## src/rtl/mc_pkg.sv

```systemverilog
// Shared encodings for the multicycle controller: states, opcodes, functs,
// ALU control codes, mux selects and trap causes.
package mc_pkg;

  typedef enum logic [3:0] {
    S_FETCH    = 4'd0,
    S_DECODE   = 4'd1,
    S_MEM_ADDR = 4'd2,
    S_MEM_RD   = 4'd3,
    S_MEM_WB   = 4'd4,
    S_MEM_WR   = 4'd5,
    S_EXEC     = 4'd6,
    S_R_WB     = 4'd7,
    S_BRANCH   = 4'd8,
    S_JUMP     = 4'd9,
    S_IMM_EXEC = 4'd10,
    S_IMM_WB   = 4'd11,
    S_TRAP     = 4'd12
  } state_t;

  localparam logic [5:0] OP_RTYPE = 6'h00;
  localparam logic [5:0] OP_LW    = 6'h23;
  localparam logic [5:0] OP_SW    = 6'h2B;
  localparam logic [5:0] OP_BEQ   = 6'h04;
  localparam logic [5:0] OP_BNE   = 6'h05;
  localparam logic [5:0] OP_J     = 6'h02;
  localparam logic [5:0] OP_ADDI  = 6'h08;

  localparam logic [5:0] FN_ADD = 6'h20;
  localparam logic [5:0] FN_SUB = 6'h22;
  localparam logic [5:0] FN_AND = 6'h24;
  localparam logic [5:0] FN_OR  = 6'h25;
  localparam logic [5:0] FN_SLT = 6'h2A;
  localparam logic [5:0] FN_SLL = 6'h00;

  localparam logic [3:0] ALU_AND = 4'b0000;
  localparam logic [3:0] ALU_OR  = 4'b0001;
  localparam logic [3:0] ALU_ADD = 4'b0010;
  localparam logic [3:0] ALU_SUB = 4'b0110;
  localparam logic [3:0] ALU_SLT = 4'b0111;
  localparam logic [3:0] ALU_SLL = 4'b1000;

  localparam logic [1:0] SRCB_B   = 2'b00;
  localparam logic [1:0] SRCB_4   = 2'b01;
  localparam logic [1:0] SRCB_IMM = 2'b10;

  localparam logic [1:0] PCSRC_ALU    = 2'b00;
  localparam logic [1:0] PCSRC_ALUOUT = 2'b01;
  localparam logic [1:0] PCSRC_JUMP   = 2'b10;

  localparam logic [1:0] TC_NONE    = 2'b00;
  localparam logic [1:0] TC_ILLEGAL = 2'b01;
  localparam logic [1:0] TC_TIMEOUT = 2'b10;

endpackage

```

## src/rtl/alu_decode.sv

```systemverilog
// Combinational R-type funct decoder: ALU control code plus a valid flag so
// the controller can trap on unsupported functs.
module alu_decode
  import mc_pkg::*;
(
  input  logic [5:0] i_funct,
  output logic [3:0] o_alu_ctrl,
  output logic       o_funct_valid
);

  always_comb begin
    o_alu_ctrl    = ALU_AND;
    o_funct_valid = 1'b1;
    case (i_funct)
      FN_ADD:  o_alu_ctrl = ALU_ADD;
      FN_SUB:  o_alu_ctrl = ALU_SUB;
      FN_AND:  o_alu_ctrl = ALU_AND;
      FN_OR:   o_alu_ctrl = ALU_OR;
      FN_SLT:  o_alu_ctrl = ALU_SLT;
      FN_SLL:  o_alu_ctrl = ALU_SLL;
      default: o_funct_valid = 1'b0;
    endcase
  end

endmodule

```

## src/rtl/mc_control.sv

```systemverilog
// Multicycle MIPS-style control FSM with a memory-wait watchdog and a sticky
// trap state that only reset leaves.
module mc_control
  import mc_pkg::*;
#(
  parameter int WAIT_MAX = 15
) (
  input  logic       clk,
  input  logic       rst,
  input  logic       run,
  input  logic [5:0] opcode,
  input  logic [5:0] funct,
  input  logic       zero,
  input  logic       mem_ready,
  output logic       pc_write,
  output logic       ir_write,
  output logic       i_or_d,
  output logic       mem_read,
  output logic       mem_write,
  output logic       reg_write,
  output logic       reg_dst,
  output logic       mem_to_reg,
  output logic       alu_src_a,
  output logic [1:0] alu_src_b,
  output logic [1:0] pc_source,
  output logic [3:0] alu_ctrl,
  output logic       instr_done,
  output logic       trap,
  output logic [1:0] trap_cause,
  output logic [3:0] state
);

  localparam int CW = $clog2(WAIT_MAX + 1);
  // The WAIT_MAX-th consecutive not-ready cycle is the one that traps.
  localparam logic [CW-1:0] WAIT_LAST = CW'(WAIT_MAX - 1);

  state_t        r_state;
  state_t        w_next;
  logic [CW-1:0] r_wait_cnt;
  logic [1:0]    r_trap_cause;
  logic [1:0]    w_cause;
  logic          w_wait_hit;
  logic [3:0]    w_alu_funct;
  logic          w_funct_valid;

  alu_decode u_alu_decode (
    .i_funct      (funct),
    .o_alu_ctrl   (w_alu_funct),
    .o_funct_valid(w_funct_valid)
  );

  assign w_wait_hit = (r_wait_cnt == WAIT_LAST) && !mem_ready;
  assign state      = r_state;
  assign trap_cause = r_trap_cause;

  always_ff @(posedge clk or posedge rst) begin
    if (rst) begin
      r_state      <= S_FETCH;
      r_wait_cnt   <= '0;
      r_trap_cause <= TC_NONE;
    end else begin
      r_state <= w_next;
      // Any state change clears the counter; only FETCH/MEM_RD/MEM_WR count.
      if (w_next != r_state) begin
        r_wait_cnt <= '0;
      end else if ((mem_read || mem_write) && !mem_ready) begin
        r_wait_cnt <= r_wait_cnt + 1'b1;
      end
      if (w_next == S_TRAP && r_state != S_TRAP) begin
        r_trap_cause <= w_cause;
      end
    end
  end

  // Outputs are forced low while rst is high, even though state is FETCH.
  always_comb begin
    w_next     = r_state;
    w_cause    = TC_NONE;
    pc_write   = 1'b0;
    ir_write   = 1'b0;
    i_or_d     = 1'b0;
    mem_read   = 1'b0;
    mem_write  = 1'b0;
    reg_write  = 1'b0;
    reg_dst    = 1'b0;
    mem_to_reg = 1'b0;
    alu_src_a  = 1'b0;
    alu_src_b  = SRCB_B;
    pc_source  = PCSRC_ALU;
    alu_ctrl   = ALU_AND;
    instr_done = 1'b0;
    trap       = 1'b0;
    if (!rst) begin
      case (r_state)
        S_FETCH: begin
          if (run) begin
            mem_read  = 1'b1;
            alu_src_b = SRCB_4;
            alu_ctrl  = ALU_ADD;
            if (mem_ready) begin
              ir_write  = 1'b1;
              pc_write  = 1'b1;
              pc_source = PCSRC_ALU;
              w_next    = S_DECODE;
            end else if (w_wait_hit) begin
              w_next  = S_TRAP;
              w_cause = TC_TIMEOUT;
            end
          end
        end
        S_DECODE: begin
          alu_src_b = SRCB_IMM;
          alu_ctrl  = ALU_ADD;
          case (opcode)
            OP_RTYPE:     w_next = S_EXEC;
            OP_LW, OP_SW: w_next = S_MEM_ADDR;
            OP_BEQ, OP_BNE: w_next = S_BRANCH;
            OP_J:         w_next = S_JUMP;
            OP_ADDI:      w_next = S_IMM_EXEC;
            default: begin
              w_next  = S_TRAP;
              w_cause = TC_ILLEGAL;
            end
          endcase
        end
        S_MEM_ADDR: begin
          alu_src_a = 1'b1;
          alu_src_b = SRCB_IMM;
          alu_ctrl  = ALU_ADD;
          w_next    = (opcode == OP_SW) ? S_MEM_WR : S_MEM_RD;
        end
        S_MEM_RD: begin
          mem_read = 1'b1;
          i_or_d   = 1'b1;
          if (mem_ready) begin
            w_next = S_MEM_WB;
          end else if (w_wait_hit) begin
            w_next  = S_TRAP;
            w_cause = TC_TIMEOUT;
          end
        end
        S_MEM_WB: begin
          reg_write  = 1'b1;
          mem_to_reg = 1'b1;
          instr_done = 1'b1;
          w_next     = S_FETCH;
        end
        S_MEM_WR: begin
          mem_write = 1'b1;
          i_or_d    = 1'b1;
          if (mem_ready) begin
            instr_done = 1'b1;
            w_next     = S_FETCH;
          end else if (w_wait_hit) begin
            w_next  = S_TRAP;
            w_cause = TC_TIMEOUT;
          end
        end
        S_EXEC: begin
          alu_src_a = 1'b1;
          alu_src_b = SRCB_B;
          alu_ctrl  = w_alu_funct;
          if (w_funct_valid) begin
            w_next = S_R_WB;
          end else begin
            w_next  = S_TRAP;
            w_cause = TC_ILLEGAL;
          end
        end
        S_R_WB: begin
          reg_write  = 1'b1;
          reg_dst    = 1'b1;
          instr_done = 1'b1;
          w_next     = S_FETCH;
        end
        S_BRANCH: begin
          alu_src_a  = 1'b1;
          alu_src_b  = SRCB_B;
          alu_ctrl   = ALU_SUB;
          pc_source  = PCSRC_ALUOUT;
          pc_write   = zero ^ (opcode == OP_BNE);
          instr_done = 1'b1;
          w_next     = S_FETCH;
        end
        S_JUMP: begin
          pc_write   = 1'b1;
          pc_source  = PCSRC_JUMP;
          instr_done = 1'b1;
          w_next     = S_FETCH;
        end
        S_IMM_EXEC: begin
          alu_src_a = 1'b1;
          alu_src_b = SRCB_IMM;
          alu_ctrl  = ALU_ADD;
          w_next    = S_IMM_WB;
        end
        S_IMM_WB: begin
          reg_write  = 1'b1;
          instr_done = 1'b1;
          w_next     = S_FETCH;
        end
        S_TRAP: begin
          trap = 1'b1;
        end
        default: w_next = S_FETCH;
      endcase
    end
  end

endmodule

```

## config.mk

```make
export PLATFORM = sky130hd
export DESIGN_NAME = mc_control
export DESIGN_NICKNAME = d
export VERILOG_FILES = /design/src/rtl/mc_pkg.sv /design/src/rtl/alu_decode.sv /design/src/rtl/mc_control.sv
export SDC_FILE = /design/constraint.sdc
export NUM_CORES = 1
export LEC_CHECK = 0
export CORE_UTILIZATION = 58
export DETAILED_ROUTE_END_ITERATION = 10
export DONT_BUFFER_PORTS = 1
export GPL_TIMING_DRIVEN = 0
export HOLD_SLACK_MARGIN = 0.05
export PLACE_DENSITY = 0.76
export SLEW_MARGIN = 20
export SYNTH_ARGS = -nofsm -noshare
export SYNTH_HDL_FRONTEND = slang
export SYNTH_HIERARCHICAL = 1
export SYNTH_SLANG_ARGS = --single-unit
export TNS_END_PERCENT = 30
```

## constraint.sdc

```tcl
create_clock -name clk -period 1.99 [get_ports clk]
set_clock_uncertainty 0.05 [all_clocks]
set_input_delay 0.2985 -clock clk [delete_from_list [all_inputs] [get_ports clk]]
set_output_delay 0.2985 -clock clk [all_outputs]
set_load 0.01 [all_outputs]
```

==> results of run 1 <==
-- sequential cells by signal, summed over array words and instances (netlist names) --
signal      count
state           4
r_wait_cnt      4
trap_cause      2
-- layout make-up --
| type | count | area [um^2] |
|---|---|---|
| multi-input cells | 167 | 1209 |
| plain buffers | 14 | 155.1 |
| inverters | 8 | 30.03 |
| clock buffers | 3 | 22.52 |
| fillers | 170 | 530.5 |
| well taps | 28 | 35.03 |
| repair buffers | 11 | 82.58 |
| flip-flops and latches | 10 | 254.0 |
-- worst max-delay path, delay by kind of cell (launching register included) --
family,cells,cell delay [ps]
muxes,1,180
DFF,1,430
buffers and inverters,2,330
AOI/OAI and AO/OA,1,260
and+or+nand+nor,3,780
-- per-stage QoR --
stage	instance area [um^2]	setup WS, ps
detailed placement	1526	-246.6
finish	1788	-182.1
global placement	1526	-194.1
CTS	1720	-129.3
global route	1788	-226.1
floorplan	1491	-58.82
-- routing by layer --
| metal | vias up | track usage [%] | wire length [um] |
|---|---|---|---|
| li1 | 772 | - | - |
| met1 | 830 | 46.75 | 1847 |
| met2 | 140 | 61.18 | 2283 |
| met3 | 30 | 10.72 | 624 |
| met4 | 0 | 14.47 | 197 |
| met5 | - | 0 | 0 |
-- power groups by stage --
stage	Clock, mW	Combinational [mW]	Sequential, mW
2_1_floorplan	0	1.16	0.314
3_3_place_gp	0	1.42	0.324
3_5_place_dp	0	1.44	0.327
4_1_cts	0.137	1.66	0.333
5_1_grt	0.151	1.96	0.345
6_report	0.141	1.86	0.342
-- synth_stat cells (all sizes together) (2+ instances only) --
cell    instances
nand3b          2
and3            8
buf             8
nor2b           4
dfrtp          10
xnor2           4
a31oi           4
o21ai          11
a32oi           2
ha              2
a21oi          11
nor3           16
nand2b          9
inv             7
nor2           22
or4             2
nand2          12
and2b           2
clkbuf          6
and2            2
a21o            3
or2             2
o311ai          2
a221o           3
nand3           8
nor3b           2
a211o           2
o31ai           3
xor2            2
nor4            7
-- kinds of logic after synthesis --
group                    synth area share [%]
XOR/XNOR                                3.535
AND/OR/NAND/NOR                         41.84
buffers and inverters                   9.174
multiplexers                            1.431
flip-flops                              16.84
AO/OA/AOI/OAI                           25.51
adder cells (fa/ha/maj)                 1.683
-- how the worst max path moves through the flow --
stage	end	cells after the start	slack [ps]	from
finish	r_wait_cnt[1]	7	-180	state[0]
global route	r_wait_cnt[1]	7	-230	state[0]
CTS	trap_cause[1]	7	-130	state[0]
detailed placement	trap_cause[1]	9	-250	funct[1]
global placement	trap_cause[1]	9	-190	funct[1]
floorplan	trap_cause[0]	9	-60	funct[1]
-- timing repair --
| action | in CTS | in global routing |
|---|---|---|
| gates cloned | 1 | 0 |
| setup endpoints to repair | 25 | 23 |
| gates resized for setup | 35 | 8 |
| hold endpoints to repair | 10 | 0 |
| buffers inserted | 4 | 5 |
| pin swaps | 6 | 7 |
| hold buffers | 1 | 0 |
==> key figures, run 1 <==
Cells and area
  • Most frequent cells in the layout: nor2_1, buf_4, nand2_1, nor3_1, a21oi_1
  • Final Non-Filler Cells: 241
  • Final core utilization: 77.12%
  • Antenna cells: 0
  • Area growth syn-to-layout: 20.29%
  • Most common cell after layout, fill and taps aside: nor2_1
  • Layout cells sized above 1: 32.39%
  • Final nets: 234

Setup path
  • Top fanout value on the critical path: 5
  • Worst Path Arrival: 2270 ps
  • Critical path capture point type: register
  • Slowest stage delay, CP: 430 ps
  • Worst r2r dst: r_wait_cnt[1]
  • Startpoint types: register
  • Reg2Reg Depth: 7
  • CP max stage cell: dfrtp_1
  • Flop2flop setup slack: -180 ps
  • RR Startpoint: state[0]
  • Critical-path cell list: buf_6 > or3b_4 > a22o_4 > nor4_4 > buf_4 > mux2i_1 > nor2_1
  • CP Data Required Time: 2090 ps
  • CP Class: register to register

Floorplan
  • Initial Utilization: 64.11%
  • Die Y: 52.63 um
  • I/O Pins: 42
  • Row count: 17
  • Die X: 52.63 um
  • Die area: 2769 um^2
  • Core area: 2318 um^2

Outcome
  • Status: finished with violations
  • Failing checks: negative setup slack

CTS
  • Worst skew pair latency: 270 ps
  • CTS max path bufs: 2
  • Cts bufs inserted: 3
  • CTS tree: built
  • Reg clk slew, reported paths: 70 ps
  • H-tree Lvls: 1
  • Sinks on Clock Net: 10
  • Root Buffer: clkbuf_4

Route
  • Detailed Routing Iterations Pass 1: 4
  • Wirelength, routed: 4.952 mm
  • Routed via count: 1772
  • Final ANT Viol Nets: 0
  • Initial drt markers: 107
  • Vias per cell: 7.353
  • Routed WL per cell: 20.55 um
  • Remaining DRCs: 0

Timing
  • RSZ-0062 raised after global routing: true
  • Fmax: 460.4 MHz
  • Final hold slack: 287.8 ps
  • Final Max Tran Viols: 0
  • Fin crit share: 109.2%
  • Worst slew pin tran: 737.4 ps
  • Setup violations, final: 19
  • Post-route setup slack: -182.1 ps
  • Post-route minimum period: 2172 ps
  • Setup TNS: -1469 ps
  • Slew HR: 50.32%
  • Final hold vios: 0

GRT
  • Vias in the first global route: 1649
  • Largest net degree at the start of global routing: 11
  • Remaining Overflow, GRT: 0
  • First-pass GRT wire length: 7.610 mm
  • GRT Total Usage: 37.76%
  • Initial antenna violation count: 0

Synthesis
  • Seq cells post-synth: 10
  • Synthesized instance count: 199
  • Unique cell type count in the Yosys netlist: 67
  • Share of the synthesized area in the top cell type: 16.84%
  • Top post-synthesis cells by area: dfrtp_1, nor2_1, nor3_1
  • Synthesized area per cell: 7.469 um^2
  • Seq/Total Area, Yosys: 16.84%
  • Synth Flop Type: dfrtp_1
  • Synthesized area: 1486 um^2
  • Fraction of registers with async set/reset: 100.0%
  • Synth area leader: dfrtp_1
  • Syn nets: 218
  • Post-synth EDFFs: 0
  • YS warnings: 6

Min path
  • Hold Crit Start: mem_ready
  • HP Class: primary input to register
  • Hold depth: 4
  • Hold Path Sink: r_wait_cnt[2]

Power and ir drop
  • Sw Pwr: 1.248 mW
  • Combinational share of power: 79.4%
  • Power Internal: 1.097 mW
  • Peak VDD IR: 1.222 mV
  • Sequential share of power: 14.6%
  • Sw frac: 53.24%
  • Clk pwr share: 6.0%
  • Overall power: 2.345 mW
  • PD cells: 1311 nW/um^2
  • P_leak: 0.7020 nW

Place
  • GP Congestion: 0.9237
  • Number of port buffers: 0
  • HPWL Detailed: 3.276 mm
  • Placed cell count: 227

Run
  • MaxCap Viol Count: 0
Note: power is estimated with default switching activity, not from simulation.
==> inputs of run 2 (changes only) <==
Settings changed: PLACE_DENSITY 0.76 to 0.87.
==> run 2 against run 1 <==
  * The flow still finishes with violations (negative setup slack)
  * Power is 2.3% higher
  * Final area is 3.7% higher
  * Sequential power fell by 3%
  * Core utilization grew 2.9 points
  * Largest power group unchanged
==> key figures, run 2 (same netlist as run 1, synthesis figures left out) <==
Floorplan
  • Die Y: 52.63 um (unchanged)
  • I/O Pins: 42 (unchanged)
  • Core area: 2318 um^2 (unchanged)
  • Initial Utilization: 64.11% (unchanged)
  • Row count: 17 (unchanged)
  • Die area: 2769 um^2 (unchanged)
  • Die X: 52.63 um (unchanged)

GRT
  • Met3 usage: 9.855% (-0.87 points)
  • Remaining Overflow, GRT: 0 (unchanged)
  • Peak-usage layer in the global routing report: met2
  • GRT met1 Usage: 48.15% (+1.4 points)
  • Largest net degree at the start of global routing: 11 (unchanged)
  • Vias in the first global route: 1595 (-3.3%)
  • Met2 Usage GRT: 61.60% (+0.42 points)
  • First-pass GRT wire length: 7.596 mm (-0.18%)
  • Initial antenna violation count: 0 (unchanged)
  • GRT Total Usage: 37.50% (-0.26 points)

Cells and area
  • Area growth syn-to-layout: 24.75%
  • Layout cells sized above 1: 34.58% (+2.2 points)
  • Antenna cells: 0 (unchanged)
  • Final nets: 235 (+0.43%)
  • Most frequent cells in the layout: nor2_1, nor3_1, a21oi_1, buf_4, nand2_1
  • Final Cell Area: 1854 um^2 (+3.7%)
  • Final core utilization: 79.98% (+2.9 points)
  • Most common cell after layout, fill and taps aside: nor2_1

Outcome
  • Failing checks: negative setup slack
  • Status: finished with violations

Timing
  • Setup violations, final: 15 (-4)
  • Post-route minimum period: 2122 ps (-49.63 ps)
  • Post-route setup slack: -132.5 ps (+49.63 ps)
  • Setup TNS: -894.8 ps (+574.6 ps)
  • Slew HR: 54.53% (+4.2 points)
  • Final Max Tran Viols: 0 (unchanged)
  • Fmax: 471.1 MHz (+2.3%)
  • Worst slew pin tran: 682.1 ps (-55.29 ps)
  • RSZ-0062 raised after global routing: true
  • Final hold vios: 0 (unchanged)
  • Fin crit share: 106.7% (-2.5 points)

Min path
  • HP Class: primary input to register

Place
  • GP Congestion: 0.9717 (+5.2%)
  • Setup WS pre-CTS: -255.2 ps (-8.637 ps)
  • HPWL Detailed: 3.334 mm (+1.7%)
  • Number of port buffers: 0 (unchanged)
  • DP Area: 1526 um^2 (unchanged)

CTS
  • Sinks on Clock Net: 10 (unchanged)
  • Root Buffer: clkbuf_4
  • CTS tree: built
  • H-tree Lvls: 1 (unchanged)
  • Worst skew pair latency: 270 ps (about the same)
  • CTS max path bufs: 2 (unchanged)
  • Reg clk slew, reported paths: 70 ps (about the same)
  • Cts bufs inserted: 3 (unchanged)

Route
  • Final ANT Viol Nets: 0 (unchanged)
  • Wirelength, routed: 5.198 mm (+5.0%)
  • Vias per cell: 7.397 (+0.60%)
  • Remaining DRCs: 0 (unchanged)
  • Routed via count: 1790 (+1.0%)
  • Detailed Routing Iterations Pass 1: 5 (+1)
  • Initial drt markers: 136 (+27%)
  • Routed WL per cell: 21.48 um (+4.5%)

Setup path
  • Critical path capture point type: register
  • CP Data Required Time: 2070 ps (-20 ps)
  • Startpoint types: register
  • CP max stage cell: dfrtp_1
  • CP Class: register to register
  • Worst Path Arrival: 2200 ps (-70 ps)
  • Top fanout value on the critical path: 5 (unchanged)
  • Slowest stage delay, CP: 420 ps (about the same)
  • Critical-path cell list: buf_6 > or3b_4 > a22o_4 > nor3_4 > a221oi_2 > o31ai_1 > nand3_1

Power and ir drop
  • PD cells: 1294 nW/um^2 (-1.3%)
  • P_leak: 0.7314 nW (+4.2%)
  • Peak VDD IR: 0.9709 mV (-21%)

Run
  • MaxCap Viol Count: 0 (unchanged)
==> run 2: cell type report <==
| class | instances | area, um^2 |
|---|---|---|
| Multi-Input combinational cell | 167 | 1242 |
| Fill cell | 154 | 464.2 |
| Sequential cell | 10 | 252.7 |
| Buffer | 14 | 178.9 |
| Timing Repair Buffer | 12 | 92.59 |
| Tap cell | 28 | 35.03 |
| Inverter | 8 | 30.03 |
| Clock buffer | 3 | 22.52 |
==> run 2: where the power goes <==
group          total (mW)  internal, mW  leakage (nW)  switching [mW]
Sequential          0.332         0.257         0.122          0.0755
Clock               0.140        0.0698        0.0138          0.0698
Combinational        1.93         0.798         0.596            1.13
Total                2.40          1.12         0.731            1.27
==> run 2: metrics by stage <==
step,hold slack (ps),cells,power (mW)
2_1_floorplan,81.53,199,1.469
3_3_place_gp,134.3,227,1.737
5_1_grt,369.2,242,2.513
4_1_cts,292.9,240,2.150
3_5_place_dp,137.3,227,1.768
6_report,346.6,242,2.399
==> run 2: timing repair <==
item / CTS / global route
pin swaps: 8 / 13
gates resized for setup: 30 / 25
hold buffers: 1 / 0
endpoints found under the setup margin: 24 / 24
hold endpoints to repair: 10 / 0
setup buffers: 9 / 2
==> run 2: worst paths after layout <==
path / cells after the start / startpoint / end / slack [ps]
setup / recovery: 7 / state[0] / trap_cause[1] / -130
hold / removal: 4 / mem_ready / r_wait_cnt[3] / 350
setup reg to reg: 7 / state[0] / trap_cause[1] / -130
hold reg to reg: 2 / trap_cause[1] / trap_cause[1] / 570
max in group asynchronous: 2 / rst / state[1] / 930
min in group asynchronous: 2 / rst / trap_cause[0] / 610
==> run 2: layer usage <==
layer,routed length [um],share of wire [%]
met1,1891,36
met2,2365,45
met3,639,12
met4,302,5.8
met5,0,0
==> run 2: worst max-delay path: cells and delay by family, from the launching register on <==
family          cells  cell delay [ps]
flops               1              420
buf+inv             1              150
simple gates        3              700
compound gates      3              670
==> inputs of run 3 (changes only) <==
Settings changed: CTS_CLUSTER_SIZE from default to 10.
==> results of run 3 <==
No change in the layout: final DEF, timing and power equal those of run 2.
